--- config.mk ---
export PLATFORM = sky130hd
export DESIGN_NAME = mem_arbiter
export DESIGN_NICKNAME = d
export VERILOG_FILES = /design/src/rtl/mem_arb_pkg.sv /design/src/rtl/mem_arb_timeout.sv /design/src/rtl/mem_arbiter.sv
export SDC_FILE = /design/constraint.sdc
export NUM_CORES = 1
export LEC_CHECK = 0
export ABC_CLOCK_PERIOD_IN_PS = 1680
export BUFFER_PORTS_ARGS = -buffer_cell sky130_fd_sc_hd__buf_2
export CAP_MARGIN = 0
export CORE_MARGIN = 2
export CORE_UTILIZATION = 32
export DETAILED_ROUTE_END_ITERATION = 8
export GPL_ROUTABILITY_DRIVEN = 0
export SLEW_MARGIN = 25
export SYNTH_ARGS = -nofsm -noshare
export SYNTH_HDL_FRONTEND = slang
export SYNTH_SLANG_ARGS = --single-unit
export TNS_END_PERCENT = 5
--- constraint.sdc ---
create_clock -name clk -period 1.68 [get_ports clk]
set_input_delay 0.336 -clock clk [delete_from_list [all_inputs] [get_ports clk]]
set_output_delay 0.336 -clock clk [all_outputs]
set_load 0.01 [all_outputs]
--- src/rtl/mem_arb_pkg.sv ---
// Shared constants for mem_arbiter: FSM state encoding, granted-port ids and default limits.
package mem_arb_pkg;

    localparam logic [1:0] IDLE = 2'd0;
    localparam logic [1:0] BUSY = 2'd1;
    localparam logic [1:0] RESP = 2'd2;

    localparam logic PORT_INST = 1'b0;
    localparam logic PORT_DATA = 1'b1;

    localparam int unsigned STARVE_MAX_DEFAULT = 4;
    localparam int unsigned TIMEOUT_DEFAULT    = 255;

    function automatic logic [3:0] starve_inc(input logic [3:0] cnt, input logic [3:0] max_cnt);
        return (cnt >= max_cnt) ? max_cnt : cnt + 4'd1;
    endfunction

endpackage

--- src/rtl/mem_arb_timeout.sv ---
// BUSY-state watchdog for mem_arbiter: cleared by load_i, counts while en_i, flags at TIMEOUT.
module mem_arb_timeout
    import mem_arb_pkg::*;
#(
    parameter int unsigned TIMEOUT = TIMEOUT_DEFAULT
) (
    input  logic clk_i,
    input  logic rst_ni,
    input  logic load_i,
    input  logic en_i,
    output logic expire_o
);

    localparam logic [7:0] Limit = 8'(TIMEOUT);

    logic [7:0] cnt_q, cnt_d;

    always_comb begin
        cnt_d = cnt_q;
        if (load_i) begin
            cnt_d = '0;
        end else if (en_i && (cnt_q != Limit)) begin
            cnt_d = cnt_q + 8'd1;
        end
    end

    always_ff @(posedge clk_i or negedge rst_ni) begin
        if (!rst_ni) begin
            cnt_q <= '0;
        end else begin
            cnt_q <= cnt_d;
        end
    end

    assign expire_o = en_i && (cnt_q == Limit);

endmodule

--- src/rtl/mem_arbiter.sv ---
// Fetch/data arbiter for a single-port memory bus with data priority and a fetch starvation guard.
// Optional BUSY watchdog with bus_err reporting is enabled by defining MEM_ARB_TIMEOUT_EN.
module mem_arbiter
    import mem_arb_pkg::*;
#(
    parameter int unsigned AW         = 32,
    parameter int unsigned DW         = 32,
    parameter int unsigned STARVE_MAX = STARVE_MAX_DEFAULT,
    parameter int unsigned TIMEOUT    = TIMEOUT_DEFAULT
) (
    input  logic          clk,
    input  logic          reset,
    input  logic          inst_req_F,
    input  logic [AW-1:0] pc_F,
    output logic [DW-1:0] inst_F,
    output logic          inst_mem_ack_F,
    input  logic          data_req_M,
    input  logic          mem_write_M,
    input  logic [AW-1:0] alu_out_M,
    input  logic [DW-1:0] write_data_M,
    input  logic [3:0]    data_be_M,
    output logic [DW-1:0] read_data_M,
    output logic          data_mem_ack_M,
    output logic          bus_err,
    output logic          mem_req,
    output logic          mem_we,
    output logic [AW-1:0] mem_addr,
    output logic [DW-1:0] mem_wdata,
    output logic [3:0]    mem_be,
    input  logic [DW-1:0] mem_rdata,
    input  logic          mem_ack
);

    localparam logic [3:0] StarveMax = 4'(STARVE_MAX);

    logic [1:0]    state_q, state_d;
    logic          port_q, port_d;
    logic [3:0]    starve_cnt_q, starve_cnt_d;
    logic          mem_req_q, mem_req_d;
    logic          mem_we_q, mem_we_d;
    logic [AW-1:0] mem_addr_q, mem_addr_d;
    logic [DW-1:0] mem_wdata_q, mem_wdata_d;
    logic [3:0]    mem_be_q, mem_be_d;
    logic [DW-1:0] inst_q, inst_d;
    logic [DW-1:0] rdata_q, rdata_d;
    logic          inst_ack_q, inst_ack_d;
    logic          data_ack_q, data_ack_d;
    logic          grant_data;
    logic          tmo_expire;

    // Data wins a tie unless fetch has already been passed over StarveMax times.
    assign grant_data = data_req_M && !(inst_req_F && (starve_cnt_q == StarveMax));

    always_comb begin
        state_d      = state_q;
        port_d       = port_q;
        starve_cnt_d = starve_cnt_q;
        mem_req_d    = mem_req_q;
        mem_we_d     = mem_we_q;
        mem_addr_d   = mem_addr_q;
        mem_wdata_d  = mem_wdata_q;
        mem_be_d     = mem_be_q;
        inst_d       = inst_q;
        rdata_d      = rdata_q;
        inst_ack_d   = 1'b0;
        data_ack_d   = 1'b0;
        case (state_q)
            IDLE: begin
                if (!inst_req_F) begin
                    starve_cnt_d = '0;
                end
                if (inst_req_F || data_req_M) begin
                    state_d   = BUSY;
                    mem_req_d = 1'b1;
                    if (grant_data) begin
                        port_d      = PORT_DATA;
                        mem_we_d    = mem_write_M;
                        mem_addr_d  = alu_out_M;
                        mem_wdata_d = write_data_M;
                        mem_be_d    = data_be_M;
                        if (inst_req_F) begin
                            starve_cnt_d = starve_inc(starve_cnt_q, StarveMax);
                        end
                    end else begin
                        port_d       = PORT_INST;
                        mem_we_d     = 1'b0;
                        mem_addr_d   = pc_F;
                        mem_wdata_d  = '0;
                        mem_be_d     = 4'hF;
                        starve_cnt_d = '0;
                    end
                end
            end
            BUSY: begin
                if (mem_ack || tmo_expire) begin
                    state_d   = RESP;
                    mem_req_d = 1'b0;
                    if (port_q == PORT_DATA) begin
                        data_ack_d = 1'b1;
                    end else begin
                        inst_ack_d = 1'b1;
                    end
                    // A timeout leaves the read registers untouched.
                    if (mem_ack && !mem_we_q) begin
                        if (port_q == PORT_DATA) begin
                            rdata_d = mem_rdata;
                        end else begin
                            inst_d = mem_rdata;
                        end
                    end
                end
            end
            RESP: begin
                state_d = IDLE;
            end
            default: begin
                state_d = IDLE;
            end
        endcase
    end

    always_ff @(posedge clk or negedge reset) begin
        if (!reset) begin
            state_q      <= IDLE;
            port_q       <= PORT_INST;
            starve_cnt_q <= '0;
            mem_req_q    <= 1'b0;
            mem_we_q     <= 1'b0;
            mem_addr_q   <= '0;
            mem_wdata_q  <= '0;
            mem_be_q     <= '0;
            inst_q       <= '0;
            rdata_q      <= '0;
            inst_ack_q   <= 1'b0;
            data_ack_q   <= 1'b0;
        end else begin
            state_q      <= state_d;
            port_q       <= port_d;
            starve_cnt_q <= starve_cnt_d;
            mem_req_q    <= mem_req_d;
            mem_we_q     <= mem_we_d;
            mem_addr_q   <= mem_addr_d;
            mem_wdata_q  <= mem_wdata_d;
            mem_be_q     <= mem_be_d;
            inst_q       <= inst_d;
            rdata_q      <= rdata_d;
            inst_ack_q   <= inst_ack_d;
            data_ack_q   <= data_ack_d;
        end
    end

`ifdef MEM_ARB_TIMEOUT_EN
    logic bus_err_q;

    mem_arb_timeout #(
        .TIMEOUT(TIMEOUT)
    ) u_timeout (
        .clk_i   (clk),
        .rst_ni  (reset),
        .load_i  (state_q == IDLE),
        .en_i    (state_q == BUSY),
        .expire_o(tmo_expire)
    );

    always_ff @(posedge clk or negedge reset) begin
        if (!reset) begin
            bus_err_q <= 1'b0;
        end else begin
            bus_err_q <= (state_q == BUSY) && !mem_ack && tmo_expire;
        end
    end

    assign bus_err = bus_err_q;
`else
    assign tmo_expire = 1'b0;
    assign bus_err    = 1'b0;
`endif

    assign mem_req        = mem_req_q;
    assign mem_we         = mem_we_q;
    assign mem_addr       = mem_addr_q;
    assign mem_wdata      = mem_wdata_q;
    assign mem_be         = mem_be_q;
    assign inst_F         = inst_q;
    assign read_data_M    = rdata_q;
    assign inst_mem_ack_F = inst_ack_q;
    assign data_mem_ack_M = data_ack_q;

endmodule

==> results of run 1 <==
-- placed cells by master, fill, tap and decap left out, types with 17 or more instances in the layout --
cell type,netlist,final
a22o_1,33,33
buf_2,8,272
clkbuf_16,0,17
dfrtp_1,143,142
inv_1,35,35
mux2_2,32,32
mux2_4,30,30
nand3_1,34,34
nand4_1,32,32
o221ai_2,30,31
-- per-layer routing --
layer,share of wire (%),wire (um)
met3,5.3,889
met4,2.3,383
met5,0,0
met2,49,8170
met1,44,7310
-- area by class of cell --
type	count	area [um^2]
clock buffer	18	439
clock inverter	14	120
tap	265	332
timing repair buffer	295	1640
multi-input combinational	228	2250
fill	1875	10800
sequential	143	3580
inverter	36	135
-- through the flow --
step	hold WS (ns)	cell area [um^2]	setup WS, ns	total power, mW
6_report	0.135	8490	0.0659	16.3
5_1_grt	0.116	8490	-0.0156	17.4
2_1_floorplan	0.0404	6230	0.0986	10.2
4_1_cts	0.110	8490	0.0635	16.5
3_5_place_dp	0.300	7920	0.0733	12.9
3_3_place_gp	0.295	7920	0.0496	12.7
-- sequential cells by signal (all words and copies together), names as in the netlist --
name / count
data_mem_ack_M: 1
inst_F: 32
inst_mem_ack_F: 1
mem_addr: 32
mem_be: 4
mem_req: 1
mem_wdata: 32
mem_we: 1
port_q: 1
read_data_M: 32
starve_cnt_q: 4
state_q: 2
-- worst max-delay path, cell delays in order (launching register included) --
cell	delay, ns
dfrtp_1	0.43
inv_1	0.08
ha_1	0.18
nand4b_4	0.15
and3_1	0.24
buf_12	0.17
a22o_1	0.25
-- cell families after synthesis --
group	Yosys count	synth area share, %
muxes	64	13.4
AOI/OAI and AO/OA	76	13.4
and+or+nand+nor	85	8.72
other	1	0.0602
adders and majority gates	2	0.402
buffers and inverters	76	6.55
DFF	143	57.5
-- report_power, final --
part	switching (mW)	internal, mW	total [mW]
logic	3.38	3.39	6.77
registers	0.902	5.07	5.97
clock network	1.60	1.98	3.57
total	5.88	10.4	16.3
-- worst min path at each step --
stage,start,end,slack (ns),depth (start not counted)
floorplan,reset,data_mem_ack_M,0.04,0
global placement,reset,read_data_M[29],0.29,1
detailed placement,reset,read_data_M[29],0.30,1
CTS,write_data_M[15],mem_wdata[15],0.11,2
global route,write_data_M[27],mem_wdata[27],0.12,2
finish,write_data_M[18],mem_wdata[18],0.14,2
-- what timing repair did --
item                                    in CTS  in global routing
hold buffers                                 1                  0
endpoints found under the setup margin       0                 29
resized for setup                            0                  2
endpoints found under the hold margin       38                  0
==> results.json, run 1 <==
{
  "grt_max_degree": 46,
  "finalNetCount": 861,
  "grt_pass1_wl_um": 25500,
  "cts_tree": "built",
  "ys_async_sr_fraction_pct": 100,
  "path_class": "register to register",
  "viasPerCell": 4.75,
  "r2r_end": "mem_wdata[30]",
  "slew_headroom_pct": 59.8,
  "grt-ovfl-total": 0,
  "hold_path.class": "primary input to register",
  "finalCritPeriodShare_pct": 96.1,
  "grtUsageTotal_pct": 16.2,
  "die_area_um2": 20600,
  "synth.distinct_cells": 38,
  "synth_common_cells": "dfrtp_1 (143), inv_1 (35), nand3_1 (34), a22o_1 (33)",
  "htreeDepth": 4,
  "ios": 275,
  "synth_top_area_share_pct": 57.5,
  "cts_made_buffers": 17,
  "dpl.hpwl_um": 12000,
  "rsz0062_at_grt": "true",
  "clk_latency_ns": 0.42,
  "route.antenna.remaining_nets": 0,
  "area_growth_pct": 36.4,
  "placed_cells": 966,
  "drc": 0,
  "die_x_um": 143,
  "clk_path_buf_depth": 2,
  "grt_use_met3_pct": 3.83,
  "critPathMaxFanout": 34,
  "crit_end": "mem_wdata[30]",
  "antenna_found_initial": 0,
  "grt_pass1_vias": 4665,
  "start_util_pct": 32.3,
  "ys_seq_area_share_pct": 57.5,
  "fmaxAchievable_mhz": 620,
  "synth_fp_nets": 587,
  "synth_edf_count": 0,
  "critPathCaptureType": "register",
  "min_period_ns": 1.61,
  "reg2reg_setup_slack_ns": 0.07,
  "clock-sinks": 143,
  "final_hold_viol_count": 0,
  "drv_cap": 0,
  "synthCells": 447,
  "post_cts_buffers": 0,
  "clk_pin_slew_ns": 0.07,
  "tns_ns": 0,
  "outcome": "completed",
  "use_met1_pct": 21.3,
  "num_vias": 4741,
  "die_h_um": 143,
  "yosys_warnings": 0,
  "drtIter0Drc": 194,
  "r2r_start": "starve_cnt_q[0]",
  "p_leak_nw": 4.28,
  "io_buffers": 273,
  "cp.arrival_ns": 1.92,
  "start_kind": "register",
  "peakVddDrop_mv": 0.662,
  "synth_most_common_cell": "dfrtp_1",
  "finalSetupViolCount": 0,
  "critPathRequiredTime_ns": 1.99,
  "tightest_slew_ns": 0.603,
  "syn-cell-area_um2": 6230,
  "crit_start": "starve_cnt_q[0]",
  "avgSynthCellArea_um2": 13.9,
  "finalNonFillerCells": 999,
  "post_route_cells_drive_above_1_share_pct": 58.6,
  "wire_per_inst_um": 16.8,
  "ys_seq_elements": 143,
  "rr_worst_depth": 6,
  "dr.pass1.iters": 4,
  "coreArea_um2": 19300,
  "ctsRootBufferMaster": "clkbuf_16",
  "yosysTopAreaCell": "dfrtp_1",
  "synth_top_cells_by_area": "dfrtp_1 (57%), mux2_4 (7.2%), o221ai_2 (7.2%)",
  "num_rows": 51,
  "busiest_layer": "met2",
  "postRouteWirelength_um": 16800,
  "post-route-util_pct": 44.1,
  "grtUsageMet2_pct": 25.7,
  "slew_violations": 0,
  "power_density_nw_per_um2": 1920,
  "antennaDiodeCount": 0,
  "clock_skew_ns": 0.00920,
  "ys.flop_type": "dfrtp_1"
}
(Power assumes the default switching activity.)
==> run 2, diff against run 1 <==
- CORE_UTILIZATION: 32 -> 43
- CTS_BUF_LIST: not set -> sky130_fd_sc_hd__clkbuf_4 sky130_fd_sc_hd__clkbuf_8 sky130_fd_sc_hd__clkbuf_16
- PLACE_DENSITY: not set -> 0.77
==> results.json, run 2 (synthesized netlist as in run 1, its figures left out) <==
{
  "area_growth_pct": 35.2,
  "finalSetupViolCount": 0,
  "start_util_pct": 44.5,
  "grt_pass1_wl_um": 25800,
  "wl_met2_um": 8260,
  "tightest_slew_ns": 0.577,
  "slew_violations": 0,
  "cp_slowest_cell": "dfrtp_1",
  "placed_area_um2": 7780,
  "critPathMaxFanout": 33,
  "antenna_found_initial": 1,
  "hold_path.class": "primary input to register",
  "final_common_cell": "buf_2",
  "coreArea_um2": 14000,
  "slew_headroom_pct": 61.6,
  "cp.arrival_ns": 1.91,
  "die_h_um": 124,
  "ctsRootBufferMaster": "clkbuf_16",
  "p_leak_nw": 4.29,
  "final_hold_viol_count": 0,
  "outcome": "completed",
  "ios": 275,
  "power_density_nw_per_um2": 1970,
  "cts_tree": "built",
  "min_period_ns": 1.61,
  "clk_path_buf_depth": 2,
  "postRouteWirelength_um": 16100,
  "met1_length_um": 6330,
  "drc": 0,
  "mostFrequentLayoutCells": "buf_2 (272), dfrtp_1 (143), inv_1 (35)",
  "dpl.hpwl_um": 11300,
  "cts_made_buffers": 17,
  "grt_pass1_vias": 5031,
  "clk_latency_ns": 0.41,
  "wire_per_inst_um": 17.6,
  "finalCritPeriodShare_pct": 95.8,
  "drtIter0Drc": 313,
  "num_vias": 4848,
  "io_buffers": 273,
  "peakVddDrop_mv": 0.732,
  "start_kind": "register",
  "num_rows": 43,
  "grt_max_degree": 66,
  "max_stage_delay_ns": 0.45,
  "path_class": "register to register",
  "clock-sinks": 143,
  "grtUsageTotal_pct": 20.7,
  "htreeDepth": 4,
  "dr.pass1.iters": 4,
  "grt-ovfl-total": 0,
  "fin_area_um2": 8420,
  "die_x_um": 124,
  "crit_chain": "nor2_4 > buf_12 > nand3_1 > o31ai_1",
  "placed_cells": 875,
  "critPathCaptureType": "register",
  "finalNetCount": 857,
  "met3_length_um": 1060,
  "viasPerCell": 5.32,
  "top_layer_used": "met4",
  "post_route_cells_drive_above_1_share_pct": 58.4,
  "clock_skew_ns": 0.0105,
  "drv_cap": 0,
  "die_area_um2": 15500,
  "clk_pin_slew_ns": 0.06,
  "post_cts_buffers": 0,
  "path_buf_inv": 1,
  "path_delay_family": "simple AND/OR/NAND/NOR gates",
  "route.antenna.remaining_nets": 0,
  "critPathRequiredTime_ns": 1.98,
  "finalNonFillerCells": 911,
  "fmaxAchievable_mhz": 622
}
## run 2: changes by cell type in the layout (fill, tap and decap cells not counted), sizes merged
cell,delta
diode,+1
clkbuf,+3
clkinv,+2
bufinv,+2
and2,+1
buf,-6
inv,-6
## run 2: final cells by class
| class | count | area [um^2] |
|---|---|---|
| timing repair buffer | 290 | 1630 |
| multi-input combinational | 229 | 2260 |
| antenna | 1 | 2.50 |
| fill | 1144 | 5570 |
| inverter | 36 | 135 |
| clock inverter | 12 | 136 |
| tap | 180 | 225 |
| sequential | 143 | 3580 |
| clock buffer | 20 | 454 |
## run 2: per-stage QoR
stage | utilization [%] | hold WS, ns | TNS [ns] | setup WS [ns] | total power, mW
floorplan | - | 0.0404 | 0 | 0.0986 | 10.2
global placement | 55.6 | 0.274 | 0 | 0.0945 | 12.5
detailed placement | 55.6 | 0.278 | 0 | 0.0359 | 12.8
CTS | 59.9 | 0.124 | 0 | 0.0263 | 16.6
global route | 60.2 | 0.127 | -0.0115 | -0.00590 | 17.5
finish | 60.2 | 0.141 | 0 | 0.0714 | 16.6
## run 2: path summary, 6_finish.rpt
| check | startpoint | end | slack [ns] | depth (start not counted) |
|---|---|---|---|---|
| min | write_data_M[9] | mem_wdata[9] | 0.14 | 2 |
| max | state_q[0] | starve_cnt_q[0] | 0.07 | 4 |
| max reg2reg | state_q[0] | starve_cnt_q[0] | 0.07 | 4 |
| max in group asynchronous | reset | read_data_M[0] | 0.62 | 3 |
| min reg2reg | mem_req | mem_req | 0.48 | 2 |
| min in group asynchronous | reset | mem_addr[31] | 0.45 | 2 |
## run 2: timing repair
item,in CTS,in global routing
setup endpoints to repair,0,38
hold buffers,1,0
gates resized for setup,0,2
endpoints found under the hold margin,42,0
## run 2: routing by layer
layer / global-route usage [%] / vias to the layer above
met4: 7.87 / 0
li1: - / 2179
met5: 0 / -
met3: 5.15 / 31
met1: 24.9 / 2417
met2: 35.7 / 221
## run 2: power by group
group	switching (mW)	total, mW	internal (mW)
Combinational	3.41	6.84	3.44
Sequential	0.954	6.03	5.07
Clock	1.44	3.71	2.27
Total	5.80	16.6	10.8
==> run 3, diff against run 2 <==
- ABC_AREA: not set -> 1
==> results.json, run 3 <==
{
  "outcome": "completed",
  "final_common_cell": "nand2_1",
  "clock_skew_ns": 0.0110,
  "syn-cell-area_um2": 6200,
  "mostFrequentLayoutCells": "nand2_1 (408), buf_2 (272), dfrtp_1 (143)",
  "finalCritPeriodShare_pct": 94.0,
  "start_util_pct": 44.3,
  "antenna_found_initial": 2,
  "viasPerCell": 4.66,
  "ys_seq_elements": 143,
  "ys_seq_area_share_pct": 57.7,
  "die_h_um": 124,
  "crit_start": "starve_cnt_q[0]",
  "clk_latency_ns": 0.42,
  "path_class": "register to register",
  "hold_path.class": "primary input to register",
  "start_kind": "register",
  "finalSetupViolCount": 0,
  "slew_violations": 0,
  "final_hold_viol_count": 0,
  "clock-sinks": 143,
  "die_x_um": 124,
  "clk_pin_slew_ns": 0.06,
  "dpl.hpwl_um": 12400,
  "num_vias": 5723,
  "synth_fp_nets": 900,
  "coreArea_um2": 14000,
  "critPathRequiredTime_ns": 2.03,
  "wire_per_inst_um": 13.8,
  "critPathCaptureType": "register",
  "post_route_cells_drive_above_1_share_pct": 32.4,
  "dr.pass1.iters": 4,
  "synth_edf_count": 0,
  "synth_top_area_share_pct": 57.7,
  "peakVddDrop_mv": 0.831,
  "p_leak_nw": 5.12,
  "num_rows": 43,
  "yosys_warnings": 0,
  "fmaxAchievable_mhz": 633,
  "critPathMaxFanout": 33,
  "drv_cap": 0,
  "synth.distinct_cells": 21,
  "cts_tree": "built",
  "ctsRootBufferMaster": "clkbuf_16",
  "placed_cells": 1193,
  "hold_start": "write_data_M[20]",
  "rsz0062_at_grt": "true",
  "finalNetCount": 1173,
  "cp.arrival_ns": 1.93,
  "avgSynthCellArea_um2": 8.16,
  "synth_top_cells_by_area": "dfrtp_1 (58%), nand2_1 (25%), nand3_1 (5.4%)",
  "ios": 275,
  "total_power_mw": 15.3,
  "drc": 0,
  "n_fill_cell": 1271,
  "r2r_start": "starve_cnt_q[0]",
  "yosysTopAreaCell": "dfrtp_1",
  "power_density_nw_per_um2": 1830,
  "drtIter0Drc": 255,
  "slew_headroom_pct": 61.3,
  "clk_path_buf_depth": 2,
  "grt_max_degree": 50,
  "grt_pass1_wl_um": 26000,
  "tightest_slew_ns": 0.580,
  "synth_common_cells": "nand2_1 (408), dfrtp_1 (143), inv_1 (74), nand3_1 (67), buf_4 (12)",
  "synthCells": 760,
  "route.antenna.remaining_nets": 0,
  "grtUsageTotal_pct": 22.1,
  "die_area_um2": 15400,
  "ys.flop_type": "dfrtp_1",
  "area_growth_pct": 35.1,
  "synth_most_common_cell": "nand2_1",
  "min_period_ns": 1.58,
  "io_buffers": 273,
  "cts_made_buffers": 17,
  "tns_ns": 0,
  "ys_async_sr_fraction_pct": 100,
  "postRouteWirelength_um": 17000,
  "grt_pass1_vias": 5491,
  "htreeDepth": 4,
  "grt-ovfl-total": 0,
  "finalNonFillerCells": 1228
}
## run 3: critical path: stages (launching register included)
cell     delay, ns
dfrtp_1       0.36
inv_1         0.06
ha_1          0.19
nand2_1       0.06
inv_1         0.04
nand2_2       0.07
nand2_2       0.18
nor2_4        0.17
buf_12        0.19
nand2_1       0.08
nand2_1       0.07
## run 3: final cells by class
type / count / area, um^2 / share of cell area, %
diodes: 2 / 5.00 / 0.0598
clock buffers: 20 / 467 / 5.57
well taps: 180 / 225 / 2.69
flip-flops and latches: 143 / 3580 / 42.7
multi-input cells: 502 / 2070 / 24.7
repair buffers: 292 / 1630 / 19.5
clock inverters: 12 / 110 / 1.31
inverters: 77 / 289 / 3.45
## run 3: metrics by stage
step / cell area (um^2) / hold WS [ns] / utilization, % / setup slack [ns]
2_1_floorplan: 6200 / 0.0404 / - / 0.261
3_3_place_gp: 7780 / 0.311 / 55.6 / 0.159
3_5_place_dp: 7780 / 0.316 / 55.6 / 0.117
4_1_cts: 8370 / 0.0929 / 59.8 / 0.107
5_1_grt: 8370 / 0.103 / 59.9 / -0.00453
6_report: 8370 / 0.115 / 59.9 / 0.101
## run 3: kinds of logic (layout without fill, tap and decap cells)
family                   count (synthesis)  count (layout)  share of synthesized area (%)
AND/OR/NAND/NOR                        491             491                           32.1
flip-flops                             143             143                           57.7
buffers and inverters                  115             401                           9.00
adder cells (fa/ha/maj)                  2               2                          0.404
other                                    1               3                         0.0605
AO/OA/AOI/OAI                            8               8                          0.747
## run 3: final timing paths
path	to	slack, ns	cells after the start
max	mem_wdata[23]	0.10	10
min	mem_wdata[20]	0.12	3
max reg2reg	mem_wdata[23]	0.10	10
min reg2reg	mem_wdata[3]	0.47	2
max in group asynchronous	mem_addr[3]	0.70	3
min in group asynchronous	mem_wdata[1]	0.42	2
## run 3: repair_timing
| item | in CTS | in global routing |
|---|---|---|
| resized for setup | 0 | 0 |
| endpoints found under the hold margin | 41 | 0 |
| hold buffers | 1 | 0 |
| endpoints found under the setup margin | 0 | 3 |
| setup buffers | 0 | 0 |
## run 3: power by group
| group | total, mW | switching, mW | leakage (nW) | internal, mW |
|---|---|---|---|---|
| logic | 5.72 | 3.45 | 3.04 | 2.28 |
| clock network | 3.62 | 1.46 | 0.275 | 2.16 |
| registers | 5.98 | 0.923 | 1.80 | 5.06 |
## run 3: layer usage
layer / vias to the layer above / global-route usage (%) / part of all wire (%)
li1: 2821 / - / -
met1: 2626 / 25.9 / 40
met2: 252 / 37.2 / 49
met3: 24 / 7.74 / 8.9
met4: 0 / 8.43 / 2.0
met5: - / 0 / 0
